File: src/rtl/fall_detector.sv
// fall_detector
//   Per-frame hazard monitor feeding the game-state controller. Once per
//   frame (rising edge of frame_clk, detected in the Clk domain) it samples
//   the player's Y position, vertical velocity and monster-collision flag.
//   From these it produces debounced, sticky death/drop levels and a
//   one-cycle stomp pulse.
//
// Ports
//   Clk          system clock
//   Reset        asynchronous, active-low reset
//   frame_clk    frame strobe, edge-detected internally
//   restart      controller level; returns the block to IDLE
//   player_y     signed player top-edge Y (top of screen = 0)
//   player_vy    signed vertical velocity (positive = downward)
//   monster_hit  sprite overlaps a monster
//   death        sticky, set after HIT_FRAMES consecutive lethal hits
//   drop         sticky, set after DROP_FRAMES consecutive off-screen frames
//   stomp        one-Clk pulse on a downward monster hit while staying alive
//   alive        high while in ALIVE
module fall_detector #(
  parameter int Y_W           = 11,
  parameter int VY_W          = 10,
  parameter int SCREEN_BOTTOM = 479,
  parameter int DROP_FRAMES   = 2,
  parameter int HIT_FRAMES    = 2
) (
  input  logic                   Clk,
  input  logic                   Reset,
  input  logic                   frame_clk,
  input  logic                   restart,
  input  logic signed [Y_W-1:0]  player_y,
  input  logic signed [VY_W-1:0] player_vy,
  input  logic                   monster_hit,
  output logic                   death,
  output logic                   drop,
  output logic                   stomp,
  output logic                   alive
);

  typedef enum logic [1:0] {IDLE, ALIVE, DROPPED, DEAD} state_t;

  // Typed signed constants keep every compare below fully signed.
  localparam logic signed [Y_W-1:0]  Y_BOTTOM = Y_W'(SCREEN_BOTTOM);
  localparam logic signed [VY_W-1:0] VY_ZERO  = '0;
  localparam logic [3:0]             DROP_TH  = 4'(DROP_FRAMES);
  localparam logic [3:0]             HIT_TH   = 4'(HIT_FRAMES);

  state_t     state, state_nxt;
  logic [3:0] fall_cnt, hit_cnt, fall_nxt, hit_nxt;
  logic       f_q1, f_q2, tick;
  logic       lethal, stomp_ev, off, stomp_nxt;

  function automatic logic [3:0] sat_inc(input logic [3:0] v);
    return (v == 4'd15) ? 4'd15 : v + 4'd1;
  endfunction

  assign tick     = f_q1 & ~f_q2;
  assign off      = player_y > Y_BOTTOM;
  assign lethal   = monster_hit & (player_vy <= VY_ZERO);
  assign stomp_ev = monster_hit & (player_vy > VY_ZERO);

  always_comb begin
    state_nxt = state;
    fall_nxt  = fall_cnt;
    hit_nxt   = hit_cnt;
    stomp_nxt = 1'b0;
    if (restart) begin
      state_nxt = IDLE;
      fall_nxt  = '0;
      hit_nxt   = '0;
    end else if (tick) begin
      case (state)
        IDLE: begin
          fall_nxt = '0;
          hit_nxt  = '0;
          if (!off) state_nxt = ALIVE;
        end
        ALIVE: begin
          hit_nxt  = lethal ? sat_inc(hit_cnt)  : 4'd0;
          fall_nxt = off    ? sat_inc(fall_cnt) : 4'd0;
          // Death outranks drop when both thresholds land on the same frame;
          // a stomp only counts if the player survives this frame.
          if (lethal && hit_nxt == HIT_TH)
            state_nxt = DEAD;
          else if (off && fall_nxt == DROP_TH)
            state_nxt = DROPPED;
          else
            stomp_nxt = stomp_ev;
        end
        default: ;
      endcase
    end
  end

  // Frame-strobe synchroniser / edge detector, then state and registered outputs.
  always_ff @(posedge Clk or negedge Reset) begin
    if (!Reset) begin
      f_q1     <= 1'b0;
      f_q2     <= 1'b0;
      state    <= IDLE;
      fall_cnt <= '0;
      hit_cnt  <= '0;
      death    <= 1'b0;
      drop     <= 1'b0;
      stomp    <= 1'b0;
      alive    <= 1'b0;
    end else begin
      f_q1     <= frame_clk;
      f_q2     <= f_q1;
      state    <= state_nxt;
      fall_cnt <= fall_nxt;
      hit_cnt  <= hit_nxt;
      death    <= (state_nxt == DEAD);
      drop     <= (state_nxt == DROPPED);
      stomp    <= stomp_nxt;
      alive    <= (state_nxt == ALIVE);
    end
  end

endmodule

File: config.mk
export PLATFORM = sky130hd
export DESIGN_NAME = fall_detector
export DESIGN_NICKNAME = d
export VERILOG_FILES = /design/src/rtl/fall_detector.sv
export SDC_FILE = /design/constraint.sdc
export NUM_CORES = 1
export LEC_CHECK = 0
export ABC_AREA = 0
export BUFFER_PORTS_ARGS = -buffer_cell sky130_fd_sc_hd__buf_2
export CAP_MARGIN = 5
export CORE_MARGIN = 1
export CORE_UTILIZATION = 32
export DETAILED_ROUTE_END_ITERATION = 16
export GPL_TIMING_DRIVEN = 1
export SLEW_MARGIN = 20
export SYNTH_ARGS = -nofsm -noshare
export SYNTH_HDL_FRONTEND = slang
export SYNTH_SLANG_ARGS = --single-unit
File: constraint.sdc
create_clock -name Clk -period 3.3 [get_ports Clk]
set_clock_uncertainty 0.2 [all_clocks]
set_input_delay 0.33 -clock Clk [delete_from_list [all_inputs] [get_ports Clk]]
set_output_delay 0.33 -clock Clk [all_outputs]
set_load 0.03 [all_outputs]
Word-level counts from Yosys, hierarchy flattened
Index checks and enable logic that the tools add are counted.
{"block": "totals", "register_bits": 16, "input_bits": 26, "word_cells": 53}
{"block": "op_classes", "add_sub_neg": 2, "magnitude_cmp": 3, "n_eq_ne": 8, "mux": 21, "n_bitwise": 4, "n_reduce_logical": 6}
{"op": "$mux 4", "count": 8}
{"op": "$pmux 4 s2", "count": 2}
{"op": "$gt 11x10->1 const B", "count": 1}
{"op": "$gt 10x1->1 const B", "count": 1}
{"op": "$le 10x1->1 const B", "count": 1}
{"op": "$mux 2", "count": 5}
{"op": "$add 4x1->4 const B", "count": 2}
{"op": "$eq 4x2->1 const B", "count": 2}
{"op": "$eq 4x4->1 const B", "count": 2}
{"op": "$mux 1", "count": 5}
{"op": "$eq 2x1->1 const B", "count": 2}
{"op": "$eq 2x2->1 const B", "count": 2}
{"op": "$pmux 2 s2", "count": 1}
{"op": "$and 1x1->1", "count": 3}
{"op": "$reduce_bool 3->1", "count": 1}
{"op": "$logic_and 1x1->1", "count": 2}
{"op": "$logic_not 2->1", "count": 1}
{"op": "$reduce_and 2->1", "count": 1}
{"op": "$reduce_bool 2->1", "count": 1}
{"op": "$not 1->1", "count": 1}

Logic depth before layout (Yosys ltp)
{"block": "depth", "ltp_word": 11, "mapped_depth": 5}

Least setup slack after synthesis
Ideal clock, no wire load.
{"block": "synth_timing", "kind": "register -> register", "start": "register fall_cnt[0]", "end": "register state[1]", "arrival_ns": 1.565, "setup_slack_ns": 1.448, "path_stages_with_launch": 6, "path_buffers": 0, "cell_sequence": "dfrtp_1 ha_1 or2_4 a2111oi_4 nor2_1 a211oi_2"}
{"block": "synth_between", "elab_chain_len": 10}
{"item": "start, declared", "line": "49", "rtl": "logic [3:0] fall_cnt, hit_cnt, fall_nxt, hit_nxt;"}
{"item": "start signal, assigned", "line": "111", "rtl": "fall_cnt <= fall_nxt;"}
{"item": "$add 4x1->4 or $eq 4x4->1 (tied branches)", "line": "54", "rtl": "return (v == 4'd15) ? 4'd15 : v + 4'd1;"}
{"item": "$mux 4 *", "line": "54"}
{"item": "$mux 4 *", "line": "80", "rtl": "fall_nxt = off ? sat_inc(fall_cnt) : 4'd0;"}
{"item": "$eq 4x2->1 *", "line": "85", "rtl": "else if (off && fall_nxt == DROP_TH)"}
{"item": "$logic_and 1x1->1 *", "line": "85"}
{"item": "$mux 2 *", "line": "85"}
{"item": "$mux 2 *", "line": "83", "rtl": "if (lethal && hit_nxt == HIT_TH)"}
{"item": "$pmux 2 s2 *", "line": "72", "rtl": "case (state)"}
{"item": "$mux 2 *", "line": "71", "rtl": "end else if (tick) begin"}
{"item": "$mux 2 *", "line": "67", "rtl": "if (restart) begin"}
{"item": "named net state_nxt[1]", "line": "48", "rtl": "state_t state, state_nxt;"}
{"item": "end signal, assigned", "line": "110", "rtl": "state <= state_nxt;"}
{"item": "end, declared", "line": "48"}
Mark *: on every way through the listed nets, which the timed path passes. The rest lies on a longest branch.
A chain may end at the register's enable or synchronous reset.

Worst setup path in the final report
Same ends and word-level chain as after synthesis.

==> results by group <==
Clock network
  • CTS Buffer Depth: 2
  • CTS buffer count: 3
  • Clock slew at reported path FFs: ~90 ps
  • Post CTS Setup Buffer Count: 0
  • CTS tree: done
  • Post-CTS Resized: 0
  • # hold bufs at CTS: 2
  • Clock H-tree levels: 1
  • Clock Latency Late Sink: roughly 290 ps
  • CTS root buf: clkbuf_4
  • Num Clock Sinks: 16

Floorplan
  • Die ar.: 3010 µm²
  • Core box area: between 2000 and 3000 µm²
  • Die Width: 54.9 µm
  • IO Count: 30
  • # rows: 18
  • Initial Util: 34.8%
  • Die height: 54.9 µm

Timing
  • Final setup fails: 0
  • Crit share post-route: roughly 60%
  • Setup TNS Final: 0 ps
  • Rel. slew slack: between 60 and 70%
  • Final Critical Period: just over 2000 ps
  • RSZ-0062 raised after global routing: false
  • Hold Fails Final Rpt: 0
  • Max Fclk: 496 MHz
  • Max-slew violations: 0
  • Worst-Margin Slew: roughly 500 ps

Pwr
  • LEAKAGE: a little over 0.5 nW
  • Total chip power: ~0.37 mW
  • Power Density: between 300 and 400 nW/µm²
  • Max VDD drop: 267 µV

Route
  • DRT iter0 DRCs: 6
  • Wire per inst: between 10 and 15 µm
  • Total wire length: 2.00 mm
  • M1 WL: 919 µm
  • Vias: 787
  • Met2 wire length: approximately 970 µm
  • Met3 WL post-DR: between 90 and 100 µm
  • Highest metal layer with signal wires: met4
  • Drt pass-1 iters: 4
  • Routed Antenna Nets: 0
  • Via density: 5.54
  • DRC violations left: 0

Worst setup path
  • Required @ worst endpoint: approximately 3300 ps
  • CP top delay family: compound AO/OA/AOI/OAI gates
  • R2R Path End: state[1]
  • Critical path's slowest cell: a2111oi_4
  • Flop-to-flop setup slack: 1280 ps
  • Slowest stage delay, CP: around 460 ps
  • Worst EP arrival: 2030 ps
  • Worst-path fanout max: 6
  • Critical Path Start Type: flop
  • WS Path Type: reg2reg
  • R2R cell count: 5
  • Critical path, cell by cell: ha_1, or2_4, a2111oi_4, nor2_1, a211oi_2
  • Reg2reg start: fall_cnt[0]
  • CP endpoint kind: flop
  • WP buf/inv: 0

Synth
  • Syn Inst Count: around 80
  • Main area contributors after synthesis: dfrtp_1 (45%), a22o_1 (4.9%), nor2_1 (4.2%)
  • Post-synth ARST share: 100%
  • Post-synth top area cell: dfrtp_1
  • Synthesized area: between 800 and 900 µm²
  • Most frequent cell after synthesis: dfrtp_1
  • Yosys warning count: 0
  • Seq cells post-synth: 16
  • Commonest cells in the netlist: dfrtp_1 (16), nor2_1 (10), a21oi_1 (5), a22o_1 (5)
  • Count of different cell masters after synthesis: 34
  • Syn_area_per_cell: 10.9 µm²
  • Syn nets: 110
  • Seq/Total Area, Yosys: between 40 and 50%
  • Top-area cell type share of the netlist area: between 40 and 50%
  • Main synth FF type: dfrtp_1
  • EDFF count, synth: 0

Finish
  • Proportion of layout cells with a drive suffix above 1: between 30 and 40%
  • Final core utilization: 43.2%
  • Nets: 141
  • Antenna diodes: 0
  • Synth-to-Final Area Change: 23.9%
  • Fillers: between 200 and 300

GRT
  • Total gr overflow: 0
  • Vias in the first global route: 719
  • Overall Global Routing Usage: about 16%
  • Largest net degree at the start of global routing: 17
  • Initial antenna violation count: 0
  • First-pass GRT wire length: approximately 3.3 mm

Worst hold path
  • Hold Path Sink: state[1]
  • HP Class: in2reg
  • Min-Delay Path Depth: 2
  • Hold Path Origin: restart

Flow run
  • Max-cap check violation count: 0

Run status
  • Status: finished, final reports clean

Place
  • Input/output buffers: 24
  • Final HPWL DP: about 1.5 mm
  • GPL Wtd Cong: a little over 0.8
## worst max path at each step
stage / startpoint / end / slack [ps] / depth (start not counted)
2_1_floorplan: fall_cnt[0] / state[1] / 1450 / 5
3_3_place_gp: fall_cnt[0] / state[1] / 1320 / 5
3_5_place_dp: fall_cnt[0] / state[1] / 1300 / 5
4_1_cts: fall_cnt[0] / state[1] / 1270 / 5
5_1_grt: fall_cnt[0] / state[1] / 1140 / 5
6_report: fall_cnt[0] / state[1] / 1280 / 5
## layer usage
layer  global-route usage, %  vias up
met3                    6.67        2
met4                    5.13        0
met2                    24.7       17
li1                        -      384
met1                    20.3      384
met5                       0        -
## layout by cell type (no fill, tap or decap), drive strengths merged, types with 3 or more instances in the layout
cell,count
a22o,5
buf,24
nand3b,4
nor2,10
a21oi,5
clkbuf,4
nand3,3
nand2,4
dfrtp,16
nor2b,3
a41oi,4
## layout make-up
cell class / count / area, µm² / share of cell area (%)
Clock buffer: 4 / 36.3 / 3.27
Sequential cell: 16 / 400 / 36.1
Timing Repair Buffer: 26 / 140 / 12.6
Tap cell: 30 / 37.5 / 3.39
Multi-Input combinational cell: 66 / 494 / 44.6
## stage by stage
stage	cells	area [µm²]	hold slack, ps	setup slack (ps)
after floorplan	82	895	-166	1450
after global placement	136	1050	62.1	1320
after detailed placement	136	1050	63.3	1300
after CTS	142	1110	62.0	1270
after global routing	142	1110	61.2	1140
final	142	1110	63.3	1280
## state kept, by name, indices dropped and copies added, names as in the netlist
name and cells:
alive 1, f_q2 1, drop 1, fall_cnt 4, death 1, f_q1 1, hit_cnt 4, state 2
stomp 1
## power breakdown
| group | internal [mW] | switching (mW) | total, mW |
|---|---|---|---|
| sequential | 0.199 | 0.00247 | 0.201 |
| clock | 0.0672 | 0.0614 | 0.129 |
| combinational | 0.0174 | 0.0226 | 0.0400 |
| total | 0.284 | 0.0865 | 0.370 |
## cell families after synthesis
family / share of synthesized area [%]
compound gates: 28.0
flops: 44.8
simple gates: 24.5
fa+ha+maj: 2.80
Note: power is estimated with default switching activity, not from simulation.
